[config.mk]
export PLATFORM = sky130hd
export DESIGN_NAME = uart_cmd_slave
export DESIGN_NICKNAME = d
export VERILOG_FILES = /design/src/rtl/uart_pkg.sv /design/src/rtl/uart_rx_core.sv /design/src/rtl/uart_cmd_slave.sv
export SDC_FILE = /design/constraint.sdc
export NUM_CORES = 1
export LEC_CHECK = 0
export ABC_AREA = 0
export CAP_MARGIN = 20
export CORE_MARGIN = 5
export CORE_UTILIZATION = 45
export CTS_BUF_LIST = sky130_fd_sc_hd__clkbuf_4 sky130_fd_sc_hd__clkbuf_8 sky130_fd_sc_hd__clkbuf_16
export DETAILED_ROUTE_END_ITERATION = 8
export PLACE_DENSITY_LB_ADDON = 0.08
export SYNTH_ARGS = -nofsm -noshare
export SYNTH_HDL_FRONTEND = slang
export SYNTH_SLANG_ARGS = --single-unit
[constraint.sdc]
create_clock -name clk -period 2.6 [get_ports clk]
set_input_delay 0.39 -clock clk [delete_from_list [all_inputs] [get_ports clk]]
set_output_delay 0.39 -clock clk [all_outputs]
set_load 0.005 [all_outputs]
[src/rtl/uart_pkg.sv]
// Shared constants and state encodings for the host UART command link.
package uart_pkg;

  localparam int FRAME_BITS = 10;
  localparam int CMD_BYTES  = 3;

  typedef enum logic [1:0] {
    RX_IDLE  = 2'd0,
    RX_START = 2'd1,
    RX_DATA  = 2'd2,
    RX_STOP  = 2'd3
  } rx_state_e;

  typedef enum logic {
    TX_IDLE = 1'b0,
    TX_XMIT = 1'b1
  } tx_state_e;

endpackage

[src/rtl/uart_rx_core.sv]
// UART receiver: two-flop RX synchroniser plus start/data/stop FSM, one byte per frame.
module uart_rx_core
  import uart_pkg::*;
#(
  parameter int BAUD_DIV = 2604
) (
  input  logic       clk,
  input  logic       rst_n,
  input  logic       rx,
  output logic [7:0] rx_byte,
  output logic       rx_vld,
  output logic       frame_err,
  output logic       rx_busy
);

  localparam int CW = $clog2(BAUD_DIV);
  localparam logic [CW-1:0] BAUD_LAST = CW'(BAUD_DIV - 1);
  localparam logic [CW-1:0] HALF_LAST = CW'(BAUD_DIV / 2 - 1);
  localparam logic [CW-1:0] BAUD_ONE  = CW'(1);

  logic          sync1_q, sync1_d;
  logic          sync2_q, sync2_d;
  logic          prev_q, prev_d;
  rx_state_e     state_q, state_d;
  logic [CW-1:0] baud_q, baud_d;
  logic [2:0]    bit_q, bit_d;
  logic [7:0]    shift_q, shift_d;
  logic [7:0]    byte_q, byte_d;
  logic          vld_q, vld_d;
  logic          ferr_q, ferr_d;

  // prev_q lets IDLE react only to a real 1->0 edge, not a line left low by a bad stop bit
  always_comb begin
    sync1_d = rx;
    sync2_d = sync1_q;
    prev_d  = sync2_q;
    state_d = state_q;
    baud_d  = baud_q;
    bit_d   = bit_q;
    shift_d = shift_q;
    byte_d  = byte_q;
    vld_d   = 1'b0;
    ferr_d  = 1'b0;
    case (state_q)
      RX_IDLE: begin
        baud_d = '0;
        bit_d  = 3'd0;
        if (prev_q && !sync2_q) state_d = RX_START;
        else                    state_d = RX_IDLE;
      end
      RX_START: begin
        if (baud_q == HALF_LAST) begin
          baud_d  = '0;
          state_d = sync2_q ? RX_IDLE : RX_DATA;
        end else begin
          baud_d = baud_q + BAUD_ONE;
        end
      end
      RX_DATA: begin
        if (baud_q == BAUD_LAST) begin
          baud_d  = '0;
          shift_d = {sync2_q, shift_q[7:1]};
          bit_d   = bit_q + 3'd1;
          if (bit_q == 3'd7) state_d = RX_STOP;
          else               state_d = RX_DATA;
        end else begin
          baud_d = baud_q + BAUD_ONE;
        end
      end
      RX_STOP: begin
        if (baud_q == BAUD_LAST) begin
          baud_d  = '0;
          state_d = RX_IDLE;
          if (sync2_q) begin
            vld_d  = 1'b1;
            byte_d = shift_q;
          end else begin
            ferr_d = 1'b1;
          end
        end else begin
          baud_d = baud_q + BAUD_ONE;
        end
      end
      default: state_d = RX_IDLE;
    endcase
  end

  // State register; synchroniser presets to line-idle
  always_ff @(posedge clk) begin
    if (!rst_n) begin
      sync1_q <= 1'b1;
      sync2_q <= 1'b1;
      prev_q  <= 1'b1;
      state_q <= RX_IDLE;
      baud_q  <= '0;
      bit_q   <= 3'd0;
      shift_q <= 8'h00;
      byte_q  <= 8'h00;
      vld_q   <= 1'b0;
      ferr_q  <= 1'b0;
    end else begin
      sync1_q <= sync1_d;
      sync2_q <= sync2_d;
      prev_q  <= prev_d;
      state_q <= state_d;
      baud_q  <= baud_d;
      bit_q   <= bit_d;
      shift_q <= shift_d;
      byte_q  <= byte_d;
      vld_q   <= vld_d;
      ferr_q  <= ferr_d;
    end
  end

  assign rx_byte   = byte_q;
  assign rx_vld    = vld_q;
  assign frame_err = ferr_q;
  assign rx_busy   = (state_q != RX_IDLE);

endmodule

[src/rtl/uart_cmd_slave.sv]
// Host UART command slave: frames three RX bytes into a 24-bit command and
// serialises 8-bit responses on TX; RX and TX run fully independently.
module uart_cmd_slave
  import uart_pkg::*;
#(
  parameter int BAUD_DIV = 2604,
  parameter int TIMEOUT  = 65536
) (
  input  logic        clk,
  input  logic        rst_n,
  input  logic        RX,
  output logic        TX,
  output logic [23:0] cmd,
  output logic        cmd_rdy,
  input  logic        clr_cmd_rdy,
  input  logic [7:0]  resp,
  input  logic        send_resp,
  output logic        resp_sent,
  output logic        tx_busy,
  output logic        frame_err
);

  localparam int CW = $clog2(BAUD_DIV);
  localparam int TW = $clog2(TIMEOUT) + 1;
  localparam logic [CW-1:0] BAUD_LAST = CW'(BAUD_DIV - 1);
  localparam logic [CW-1:0] BAUD_PEN  = CW'(BAUD_DIV - 2);
  localparam logic [CW-1:0] BAUD_ONE  = CW'(1);
  localparam logic [TW-1:0] TMO_MAX   = TW'(TIMEOUT);
  localparam logic [TW-1:0] TMO_ONE   = TW'(1);
  localparam logic [1:0]    LAST_BYTE = 2'(CMD_BYTES - 1);
  localparam logic [3:0]    LAST_BIT  = 4'(FRAME_BITS - 1);

  logic [7:0] rx_byte_s;
  logic       rx_vld_s;
  logic       rx_ferr_s;
  logic       rx_busy_s;

  uart_rx_core #(.BAUD_DIV(BAUD_DIV)) u_rx (
    .clk       (clk),
    .rst_n     (rst_n),
    .rx        (RX),
    .rx_byte   (rx_byte_s),
    .rx_vld    (rx_vld_s),
    .frame_err (rx_ferr_s),
    .rx_busy   (rx_busy_s)
  );

  logic [1:0]    byte_cnt_q, byte_cnt_d;
  logic [7:0]    b0_q, b0_d;
  logic [7:0]    b1_q, b1_d;
  logic [23:0]   cmd_q, cmd_d;
  logic          cmd_rdy_q, cmd_rdy_d;
  logic [TW-1:0] tmo_q, tmo_d;

  // Framer: partial bytes are staged so cmd stays stable until the third byte lands
  always_comb begin
    byte_cnt_d = byte_cnt_q;
    b0_d       = b0_q;
    b1_d       = b1_q;
    cmd_d      = cmd_q;
    cmd_rdy_d  = clr_cmd_rdy ? 1'b0 : cmd_rdy_q;
    if (rx_busy_s || (byte_cnt_q == 2'd0)) tmo_d = '0;
    else if (tmo_q != TMO_MAX)             tmo_d = tmo_q + TMO_ONE;
    else                                   tmo_d = tmo_q;
    if (rx_vld_s) begin
      case (byte_cnt_q)
        2'd0: begin
          b0_d       = rx_byte_s;
          byte_cnt_d = 2'd1;
        end
        2'd1: begin
          b1_d       = rx_byte_s;
          byte_cnt_d = 2'd2;
        end
        LAST_BYTE: begin
          cmd_d      = {b0_q, b1_q, rx_byte_s};
          cmd_rdy_d  = 1'b1;
          byte_cnt_d = 2'd0;
        end
        default: byte_cnt_d = 2'd0;
      endcase
    end else if (rx_ferr_s) begin
      byte_cnt_d = 2'd0;
    end else if ((tmo_q == TMO_MAX) && (byte_cnt_q != 2'd0)) begin
      byte_cnt_d = 2'd0;
    end else begin
      byte_cnt_d = byte_cnt_q;
    end
  end

  tx_state_e             tx_state_q, tx_state_d;
  logic [FRAME_BITS-1:0] frame_q, frame_d;
  logic [CW-1:0]         tx_baud_q, tx_baud_d;
  logic [3:0]            tx_bit_q, tx_bit_d;
  logic                  tx_q, tx_d;
  logic                  tx_busy_q, tx_busy_d;
  logic                  resp_sent_q, resp_sent_d;

  // Transmitter: tx_q always holds the bit currently on the line; frame shifts right
  always_comb begin
    tx_state_d  = tx_state_q;
    frame_d     = frame_q;
    tx_baud_d   = tx_baud_q;
    tx_bit_d    = tx_bit_q;
    tx_d        = tx_q;
    tx_busy_d   = tx_busy_q;
    resp_sent_d = 1'b0;
    case (tx_state_q)
      TX_IDLE: begin
        if (send_resp) begin
          tx_state_d = TX_XMIT;
          frame_d    = {1'b1, resp, 1'b0};
          tx_baud_d  = '0;
          tx_bit_d   = 4'd0;
          tx_d       = 1'b0;
          tx_busy_d  = 1'b1;
        end else begin
          tx_d      = 1'b1;
          tx_busy_d = 1'b0;
        end
      end
      TX_XMIT: begin
        resp_sent_d = (tx_bit_q == LAST_BIT) && (tx_baud_q == BAUD_PEN);
        if (tx_baud_q == BAUD_LAST) begin
          tx_baud_d = '0;
          if (tx_bit_q == LAST_BIT) begin
            tx_state_d = TX_IDLE;
            tx_d       = 1'b1;
            tx_busy_d  = 1'b0;
          end else begin
            tx_bit_d = tx_bit_q + 4'd1;
            frame_d  = {1'b1, frame_q[FRAME_BITS-1:1]};
            tx_d     = frame_q[1];
          end
        end else begin
          tx_baud_d = tx_baud_q + BAUD_ONE;
        end
      end
      default: tx_state_d = TX_IDLE;
    endcase
  end

  // State registers for framer and transmitter
  always_ff @(posedge clk) begin
    if (!rst_n) begin
      byte_cnt_q  <= 2'd0;
      b0_q        <= 8'h00;
      b1_q        <= 8'h00;
      cmd_q       <= 24'h000000;
      cmd_rdy_q   <= 1'b0;
      tmo_q       <= '0;
      tx_state_q  <= TX_IDLE;
      frame_q     <= {FRAME_BITS{1'b1}};
      tx_baud_q   <= '0;
      tx_bit_q    <= 4'd0;
      tx_q        <= 1'b1;
      tx_busy_q   <= 1'b0;
      resp_sent_q <= 1'b0;
    end else begin
      byte_cnt_q  <= byte_cnt_d;
      b0_q        <= b0_d;
      b1_q        <= b1_d;
      cmd_q       <= cmd_d;
      cmd_rdy_q   <= cmd_rdy_d;
      tmo_q       <= tmo_d;
      tx_state_q  <= tx_state_d;
      frame_q     <= frame_d;
      tx_baud_q   <= tx_baud_d;
      tx_bit_q    <= tx_bit_d;
      tx_q        <= tx_d;
      tx_busy_q   <= tx_busy_d;
      resp_sent_q <= resp_sent_d;
    end
  end

  assign TX        = tx_q;
  assign cmd       = cmd_q;
  assign cmd_rdy   = cmd_rdy_q;
  assign resp_sent = resp_sent_q;
  assign tx_busy   = tx_busy_q;
  assign frame_err = rx_ferr_s;

endmodule

==> impl_results.md, run 1 <==
* Result of the run: complete, no violations
* First-pass detailed-route iteration total at 4
* Cell count after synthesis at 586
* Buffers added on ports at 41
* CTS max path bufs at 2
* Period Utilization, post-route at 0.755
* Full die area at roughly 14000 µm²
* Peak supply drop at ~0.86 mV
* Worst reg2reg path depth at 6
* Peak per-stage delay on the critical path at 0.50 ns
* Number of synthesized register bits at roughly 130
* Cell taking the most area after synthesis: sky130_fd_sc_hd__dfxtp_1
* Met1 usage in global routing at 0.202
* Weighted congestion reported at the end of routability-driven placement at between 0.7 and 0.8
* Area delta synth->final at 22.7%
* CTS tree: yes
* # IOs at 42
* Pins Over Slew Limit at 0
* Top post-synthesis cells by area: sky130_fd_sc_hd__dfxtp_1, sky130_fd_sc_hd__mux2i_1, sky130_fd_sc_hd__nor2_1
* Cell area power density at 742 nW/µm²
* Critical Path Sink Type: flip-flop
* Count of flip-flops with a built-in enable after synthesis at 0
* Shortest clock period the worst path allows after layout at 1.96 ns
* Setup bufs post-CTS at 0
* Hold-fix buffers, CTS at 0
* Count of antenna diodes in the layout at 0
* Overall fraction of global-route tracks in use at 0.160
* Wire length reported by the detailed router at 10500 µm
* Startpoint of the lowest-slack hold path: u_rx.sync1_q
* Maximum level of the CTS H-tree at 4
* Synth top area share at 0.481
* Sequential cell area at between 2000 and 3000 µm²
* Mean cell area of the mapped netlist at between 8 and 9 µm²
* DIE HEIGHT at ~120 µm
* Post-synthesis cell type count at 56
* Die Width at 118 µm
* Syn Std Cell Area at between 5000 and 6000 µm²
* Count of placed standard cells in the final layout, fillers left out at between 700 and 800
* Routed wirelength normalized by instance count at about 13 µm
* Wire length of the first global-routing pass at between 15000 and 20000 µm
* Total congestion overflow at 0
* CP Launch Point: u_rx.baud_q[0]
* Post-synthesis net count at 609
* Most instantiated cells after synthesis: sky130_fd_sc_hd__dfxtp_1, sky130_fd_sc_hd__nor2_1, sky130_fd_sc_hd__nand2_1
* Top_reg_cell synth: sky130_fd_sc_hd__dfxtp_1
* Hold/Removal Path Class: flip-flop to flip-flop
* Global routing usage on met2 at 0.244
* Post-route antenna net violation count at 0
* Pleak at around 2.4 nW
* Final instance area at roughly 6400 µm²
* Destination of the worst register-to-register timing path: u_rx.rx_byte[1]
* Filler Cells Inserted at roughly 1100
* Async SR Flop Fraction at 0
* Clock sink count at 126
* Instance area at placement at 5750 µm²
* FP Rows at 39
* Starting density of the core at 0.459
* Highest Clock Rate at between 500 and 600 MHz
* Worst-case register-to-register setup slack at roughly 0.64 ns
* Register clock-pin slew on the reported worst setup and hold paths at around 0.050 ns
* Most used standard cell by instance count after synthesis: sky130_fd_sc_hd__dfxtp_1
* Critical Path Fanout Max at 9
* Termination of the worst setup path: u_rx.rx_byte[1]
* Fraction of final layout cells sized beyond drive strength 1 at 0.0846
* Final total negative setup slack at 0 ns
* Largest net degree at the start of global routing at between 60 and 70
* Critical Path AT at ~2.2 ns
* Setup repair after global routing missed its margin: false
* # Max-Cap Violations at 0
* Worst setup SP type: flip-flop
* CTS root buf: sky130_fd_sc_hd__clkbuf_16
* Worst path cell trace: ha_1 -> and3_1 -> nand4_2 -> or2_2 -> mux2i_1 -> nor2_1
* Vias after detailed routing at approximately 4000
* Clock buffer count from CTS at 17
* Transition time at the pin with the least slew margin at around 0.95 ns
* Via count of the first global-routing pass at 3999
* Setup Crit Path Kind: flip-flop to flip-flop
* Worst r2r src: u_rx.baud_q[0]
* Placed Cells incl. Taps at ~750
* Number of antenna violations at the first check in global routing at 0
* Multi-input logic area at 2530 µm²
* Largest clock skew in the final design at about 0.0053 ns
* Count of final setup violators at 0
* Detailed router's first-iteration violation count at between 200 and 300
* Post-cts sizing count at 0
* Number of nets in the layout at between 600 and 700
* Per-cell via count in the routed design at about 5.2
* Clock Latency Late Sink at 0.41 ns
* Data required time of the critical path at 2.87 ns
* Core box area at between 10000 and 15000 µm²
* Cell type of the slowest stage on the worst timing path: sky130_fd_sc_hd__or2_2
* Count of yosys warnings during synthesis at 0
* Final hold violations at 0
* Share of synthesized area occupied by flip-flops and latches at 0.481
* Slew headroom at 0.368
* Met3 Track Usage GR at 0.0562
* Final HPWL from detailed placement at between 6000 and 7000 µm
* Post-route DRC violation count at 0
* Busiest layer in global routing: met2
[per-layer routing]
metal / share of wire / routed length [µm] / up-vias
met5: 0 / 0 / -
met4: 0.015 / 159 / 0
met3: 0.028 / 300 / 16
met2: 0.46 / 4890 / 47
met1: 0.49 / 5180 / 1915
li1: - / - / 2107
[cell type report]
| cell class | count | share of cell area |
|---|---|---|
| inverter | 12 | 0.00701 |
| clock inverter | 9 | 0.0280 |
| tap | 143 | 0.0278 |
| multi-input combinational | 418 | 0.393 |
| sequential | 126 | 0.392 |
| clock buffer | 23 | 0.0771 |
| timing repair buffer | 50 | 0.0743 |
[flip-flops by register name, indices dropped and copies added, names as in the netlist, 2 cells and up, named ones only]
register / flops
u_rx.bit_q: 3
byte_cnt_q: 2
frame_q: 8
u_rx.baud_q: 12
u_rx.rx_byte: 8
u_rx.shift_q: 8
b0_q: 8
tx_baud_q: 12
cmd: 24
b1_q: 8
tx_bit_q: 4
tmo_q: 17
[worst max-delay path, delay by kind of cell (launching register included)]
kind,cells,cell delay (ns)
mux,1,0.18
simple gates,4,1.04
flops,1,0.38
fa+ha+maj,1,0.22
[stage by stage]
stage	utilization	power (mW)	hold slack, ns	setup WS [ns]
CTS	0.563	4.83	0.433	0.615
detailed placement	0.504	2.16	0.399	0.445
global route	0.563	4.94	0.446	0.428
finish	0.563	4.77	0.422	0.637
global placement	0.504	2.15	0.402	0.481
floorplan	-	2.11	0.386	0.859
[layout by cell type, fill, tap and decap left out, types with 4 or more instances in the layout]
master                            synthesis  routed
sky130_fd_sc_hd__nor2b_1                  9       9
sky130_fd_sc_hd__a21oi_1                 46      46
sky130_fd_sc_hd__o21ai_0                 17      17
sky130_fd_sc_hd__or3_1                    6       6
sky130_fd_sc_hd__mux2i_1                 35      35
sky130_fd_sc_hd__xnor2_1                  9       9
sky130_fd_sc_hd__nand2_1                 70      70
sky130_fd_sc_hd__nor3b_1                  5       5
sky130_fd_sc_hd__clkbuf_16                0      17
sky130_fd_sc_hd__nand4_1                 13      13
sky130_fd_sc_hd__nand2b_1                 7       7
sky130_fd_sc_hd__and3_1                   7       7
sky130_fd_sc_hd__nand3b_1                 7       7
sky130_fd_sc_hd__nand3_1                 14      14
sky130_fd_sc_hd__and2_1                   6       6
sky130_fd_sc_hd__nor3_1                   7       7
sky130_fd_sc_hd__dfxtp_1                126     126
sky130_fd_sc_hd__inv_1                   12      11
sky130_fd_sc_hd__buf_4                    4       9
sky130_fd_sc_hd__bufinv_16                0       5
sky130_fd_sc_hd__ha_1                    10      10
sky130_fd_sc_hd__xor2_1                  15      15
sky130_fd_sc_hd__clkbuf_8                 0       4
sky130_fd_sc_hd__clkdlybuf4s50_1          0      41
sky130_fd_sc_hd__a2111oi_0                4       4
sky130_fd_sc_hd__nor4_1                   7       7
sky130_fd_sc_hd__nor2_1                  80      80
[where the power goes]
part / internal, mW / leakage (nW) / switching [mW]
registers: 1.95 / 1.02 / 0.0191
logic: 0.0627 / 1.07 / 0.0813
clock network: 1.82 / 0.330 / 0.828
[worst min path at each step]
| stage | endpoint | slack, ns | cells after the start |
|---|---|---|---|
| finish | u_rx.prev_d | 0.42 | 1 |
| detailed placement | u_rx.prev_d | 0.40 | 1 |
| global placement | u_rx.prev_d | 0.40 | 1 |
| global route | u_rx.prev_d | 0.45 | 1 |
| CTS | u_rx.prev_d | 0.43 | 1 |
| floorplan | u_rx.prev_d | 0.39 | 1 |
[cell families after synthesis]
group | after synthesis | synth area share
AOI/OAI and AO/OA | 96 | 0.114
adders and majority gates | 10 | 0.0239
and+or+nand+nor | 251 | 0.234
muxes | 37 | 0.0711
xor gates and xnor gates | 24 | 0.0401
buffers and inverters | 42 | 0.0363
DFF | 126 | 0.481
No activity file was read; power rests on OpenSTA's default activity.
==> inputs of run 2 (changes only) <==
clock period = 1.7 ns   (was 2.6 ns; I/O delays follow)
==> impl_results.md, run 2 (synthesis results as in run 1) <==
* Data required time of the critical path at around 2.0 ns
* Buffers added on ports at 41
* Wire length of the first global-routing pass at roughly 19000 µm
* Total congestion overflow at 0
* Critical Path AT at 2.04 ns
* Setup ws final at -0.0331 ns
* DIE HEIGHT at between 100 and 150 µm
* Core box area at about 11000 µm²
* Peak supply drop at between 1 and 1.5 mV
* Worst path cell trace: ha_4 -> and3_4 -> nand4_4 -> buf_6 -> a21o_1 -> nand3b_1 -> clkbuf_16 -> nor2_1
* Final total negative setup slack at -0.170 ns
* Highest Clock Rate at ~580 MHz
* First-pass detailed-route iteration total at 4
* # Max-Cap Violations at 0
* Critical path buffers and inverters at 2
* Starting density of the core at 0.459
* Fraction of final layout cells sized beyond drive strength 1 at 0.195
* Top cell family by delay on the critical path: simple AND/OR/NAND/NOR gates
* Count of final setup violators at 10
* FP Rows at 39
* # IOs at 42
* Period Utilization, post-route at 1.02
* Slew headroom at 0.600
* Number of antenna violations at the first check in global routing at 0
* Detailed router's first-iteration violation count at approximately 260
* Transition time at the pin with the least slew margin at around 0.6 ns
* Worst hold slack at 0.404 ns
* Place WS at -0.170 ns
* Clock buffer count from CTS at 17
* Clock sink count at ~130
* Critical Path Fanout Max at 6
* Setup repair after global routing missed its margin: true
* Final hold violations at 0
* Most common cell after layout, fill and taps aside: sky130_fd_sc_hd__dfxtp_1
* Overall fraction of global-route tracks in use at 0.165
* Pins Over Slew Limit at 0
* Per-cell via count in the routed design at just over 5
* CTS root buf: sky130_fd_sc_hd__clkbuf_16
* Final instance area at 7020 µm²
* Cell type of the slowest stage on the worst timing path: sky130_fd_sc_hd__dfxtp_4
* Count of placed standard cells in the final layout, fillers left out at 821
* Worst setup SP type: flip-flop
* Placed Cells incl. Taps at between 700 and 800
* Pleak at around 2.7 nW
* Die Width at approximately 120 µm
* Core occupancy in the finished layout at 0.615
* Total power at 7.29 mW
* Hold/Removal Path Class: input port to flip-flop
* Cell area power density at between 1000 and 1500 nW/µm²
* Result of the run: finished with violations
* Via count of the first global-routing pass at ~4200
* Shortest clock period the worst path allows after layout at approximately 1.7 ns
* Max FFs per register at 24
* Count of antenna diodes in the layout at 0
* Largest clock skew in the final design at roughly 0.0067 ns
* Clock Latency Late Sink at approximately 0.42 ns
* Filler Cells Inserted at about 990
* Most frequent cells in the layout: sky130_fd_sc_hd__dfxtp_1, sky130_fd_sc_hd__nand2_1, sky130_fd_sc_hd__nor2_1
* Peak per-stage delay on the critical path at about 0.38 ns
* Largest net degree at the start of global routing at 65
* Weighted congestion reported at the end of routability-driven placement at around 0.84
* Setup Crit Path Kind: flip-flop to flip-flop
* CTS max path bufs at 2
* Maximum level of the CTS H-tree at 4
* Routed wirelength normalized by instance count at ~14 µm
* Vias after detailed routing at ~4200
* Register clock-pin slew on the reported worst setup and hold paths at approximately 0.050 ns
* Post-route antenna net violation count at 0
* CTS tree: yes
* Critical Path Sink Type: flip-flop
* Hold-fix buffers, CTS at 0
* Final HPWL from detailed placement at 7450 µm
* Instance area at placement at between 6000 and 7000 µm²
* Violated checks: negative setup slack
* Full die area at ~14000 µm²
* Area delta synth->final at 34.0%
* Number of nets in the layout at slightly below 700
* Post-route DRC violation count at 0
* Wire length reported by the detailed router at ~11000 µm
-- run 2: path summary, 6_finish.rpt --
kind	startpoint	to	slack, ns	cells after the start
worst max-delay path	u_rx.baud_q[0]	u_rx.baud_q[11]	-0.03	8
worst min-delay path	RX	u_rx.sync1_q	0.40	2
worst max register to register	u_rx.baud_q[0]	u_rx.baud_q[11]	-0.03	8
worst min register to register	cmd[1]	cmd[1]	0.45	2
-- run 2: power breakdown --
part           switching, mW  internal (mW)
logic                  0.159          0.152
clock network           1.27           2.70
registers             0.0246           2.98
total                   1.46           5.83
-- run 2: timing repair --
| item | in CTS | in global routing |
|---|---|---|
| gates resized for setup | 3 | 46 |
| buffers inserted | 0 | 6 |
| pin swaps | 0 | 16 |
| cloned | 0 | 2 |
| endpoints found under the setup margin | 18 | 45 |
-- run 2: area by class of cell --
cell class,instances,area [µm²],area share
multi-input cells,418,2740,0.390
flip-flops and latches,126,2540,0.361
well taps,143,179,0.0255
clock buffers,20,467,0.0665
inverters,12,45.0,0.00641
repair buffers,92,870,0.124
clock inverters,10,186,0.0266
-- run 2: layer usage --
layer  share of wire  global-route usage
met5               0                   0
met4          0.0093              0.0545
met3           0.033              0.0538
met2            0.48               0.265
met1            0.48               0.209
==> inputs of run 3 (changes only) <==
SETUP_SLACK_MARGIN = 0.02   (was default)
==> impl_results.md, run 3 (synthesis results as in run 1) <==
* Register clock-pin slew on the reported worst setup and hold paths at around 0.060 ns
* Total congestion overflow at 0
* Count of antenna diodes in the layout at 0
* CTS max path bufs at 2
* Setup Crit Path Kind: flip-flop to flip-flop
* Final HPWL from detailed placement at roughly 7400 µm
* Number of antenna violations at the first check in global routing at 0
* Post-route antenna net violation count at 0
* Setup repair after global routing missed its margin: true
* Worst reg2reg path depth at 6
* Wire length reported by the detailed router at roughly 11000 µm
* Cell area power density at roughly 1000 nW/µm²
* Pleak at between 2 and 3 nW
* # Max-Cap Violations at 0
* Wire length of the first global-routing pass at 19200 µm
* Worst-case register-to-register setup slack at -0.004 ns
* Core occupancy in the finished layout at 0.610
* Largest clock skew in the final design at approximately 0.0075 ns
* Most frequent cells in the layout: sky130_fd_sc_hd__dfxtp_1, sky130_fd_sc_hd__nor2_1, sky130_fd_sc_hd__nand2_1
* Clock buffer count from CTS at 17
* Detailed router's first-iteration violation count at between 200 and 300
* # IOs at between 40 and 50
* Maximum level of the CTS H-tree at 4
* Vias after detailed routing at roughly 4300
* Critical Path Fanout Max at 4
* Transition time at the pin with the least slew margin at about 0.59 ns
* Highest Clock Rate at 587 MHz
* Combinational Power Share at 0.048
* Sw Pwr at roughly 1.5 mW
* Area delta synth->final at 33.0%
* Count of final setup violators at 1
* Clock group share of total power at 0.515
* Pins Over Slew Limit at 0
* Termination of the worst setup path: tx_bit_q[2]
* Fraction of power spent switching nets at 0.221
* Worst path cell trace: and4bb_1 -> nand4_1 -> o21a_4 -> buf_6 -> or3_4 -> a21oi_2
* CTS tree: yes
* Critical Path Sink Type: flip-flop
* Max FFs per register at 24
* Highest Signal Layer: met4
* Peak per-stage delay on the critical path at between 0.3 and 0.4 ns
* Clock sink count at ~130
* Most common cell after layout, fill and taps aside: sky130_fd_sc_hd__dfxtp_1
* Destination of the worst register-to-register timing path: tx_bit_q[2]
* Overall fraction of global-route tracks in use at 0.165
* Clock Latency Late Sink at about 0.42 ns
* Period Utilization, post-route at 1.00
* Number of nets in the layout at 697
* Routed wire length on met2 at about 5400 µm
* Weighted congestion reported at the end of routability-driven placement at between 0.8 and 0.9
* Fraction of final layout cells sized beyond drive strength 1 at 0.195
* Total power at ~7 mW
* Internal Pwr Total at 5.36 mW
* Per-cell via count in the routed design at roughly 5.2
* Starting density of the core at 0.459
* Routed wirelength normalized by instance count at 13.7 µm
* Peak supply drop at roughly 0.84 mV
* CTS root buf: sky130_fd_sc_hd__clkbuf_16
* Worst r2r src: tx_baud_q[10]
* Post-route DRC violation count at 0
* Data required time of the critical path at 2.05 ns
* Largest net degree at the start of global routing at between 60 and 70
* Buffers added on ports at 41
* First-pass detailed-route iteration total at 4
* Shortest clock period the worst path allows after layout at ~1.7 ns
* Critical Path AT at a little over 2 ns
* Final total negative setup slack at -0.00435 ns
* Cell type of the slowest stage on the worst timing path: sky130_fd_sc_hd__or3_4
* Core box area at roughly 11000 µm²
* Met1 wire length at ~5300 µm
* Wire length on met3 at roughly 440 µm
* Sequential share of power at 0.437
* Result of the run: finished with violations
* CP Launch Point: tx_baud_q[10]
* Via count of the first global-routing pass at 4133
* Slew headroom at 0.607
* Worst setup SP type: flip-flop
* Final hold violations at 0
* FP Rows at 39
* Number of instances on the worst hold path at 2
* Full die area at 13900 µm²
* Setup ws final at -0.00435 ns
* DIE HEIGHT at ~120 µm
* Startpoint of the lowest-slack hold path: RX
* Hold/Removal Path Class: input port to flip-flop
* Violated checks: negative setup slack
* Hold-fix buffers, CTS at 0
* Die Width at 118 µm
-- run 3: changes by cell type in the layout (fill, tap and decap cells not counted), sizes merged --
cell	before	now
buf	49	57
bufinv	5	2
clkbuf	22	19
clkinv	2	3
clkinvlp	3	5
inv	12	14
or2	2	3
-- run 3: layer usage --
layer  vias to the layer above  track usage
li1                       2214            -
met1                      2039        0.203
met2                        64        0.264
met3                        14       0.0586
met4                         0       0.0602
met5                         -            0
-- run 3: cell type report --
cell class	count	area (µm²)
tap	143	179
inverter	12	45.0
sequential	126	2540
clock inverter	12	138
clock buffer	19	447
timing repair buffer	98	890
fill	1025	4450
multi-input combinational	419	2730
-- run 3: worst max-delay path, delay by kind of cell (launching register included) --
family,cells,cell delay [ns]
and+or+nand+nor,3,0.76
AOI/OAI and AO/OA,2,0.43
DFF,1,0.32
buffers and inverters,1,0.12
-- run 3: power by group through the flow --
stage / clock network (mW) / logic, mW / registers (mW)
3_5_place_dp: 0 / 0.278 / 3.07
4_1_cts: 3.62 / 0.296 / 3.00
3_3_place_gp: 0 / 0.274 / 3.07
2_1_floorplan: 0 / 0.173 / 3.06
6_report: 3.54 / 0.331 / 3.00
5_1_grt: 3.77 / 0.361 / 3.00
-- run 3: what timing repair did --
action,CTS,global route
pin swaps,8,19
setup endpoints to repair,36,44
buffers inserted,4,6
resized for setup,11,45
cloned,0,1
-- run 3: worst min path at each step --
stage	endpoint	slack [ns]
finish	u_rx.sync1_q	0.40
global route	u_rx.sync1_q	0.41
CTS	u_rx.sync1_q	0.39
detailed placement	u_rx.prev_d	0.43
global placement	u_rx.prev_d	0.43
floorplan	u_rx.sync1_q	0.36
-- run 3: through the flow --
step / area, µm² / worst slack, ns / std cells / hold slack, ns
after floorplan: 5280 / 0.0221 / 586 / 0.356
after detailed placement: 6100 / -0.146 / 787 / 0.430
after global routing: 6970 / -0.0740 / 829 / 0.406
final: 6970 / -0.00435 / 829 / 0.399
after CTS: 6750 / 0.00795 / 822 / 0.385
after global placement: 6100 / -0.147 / 787 / 0.430
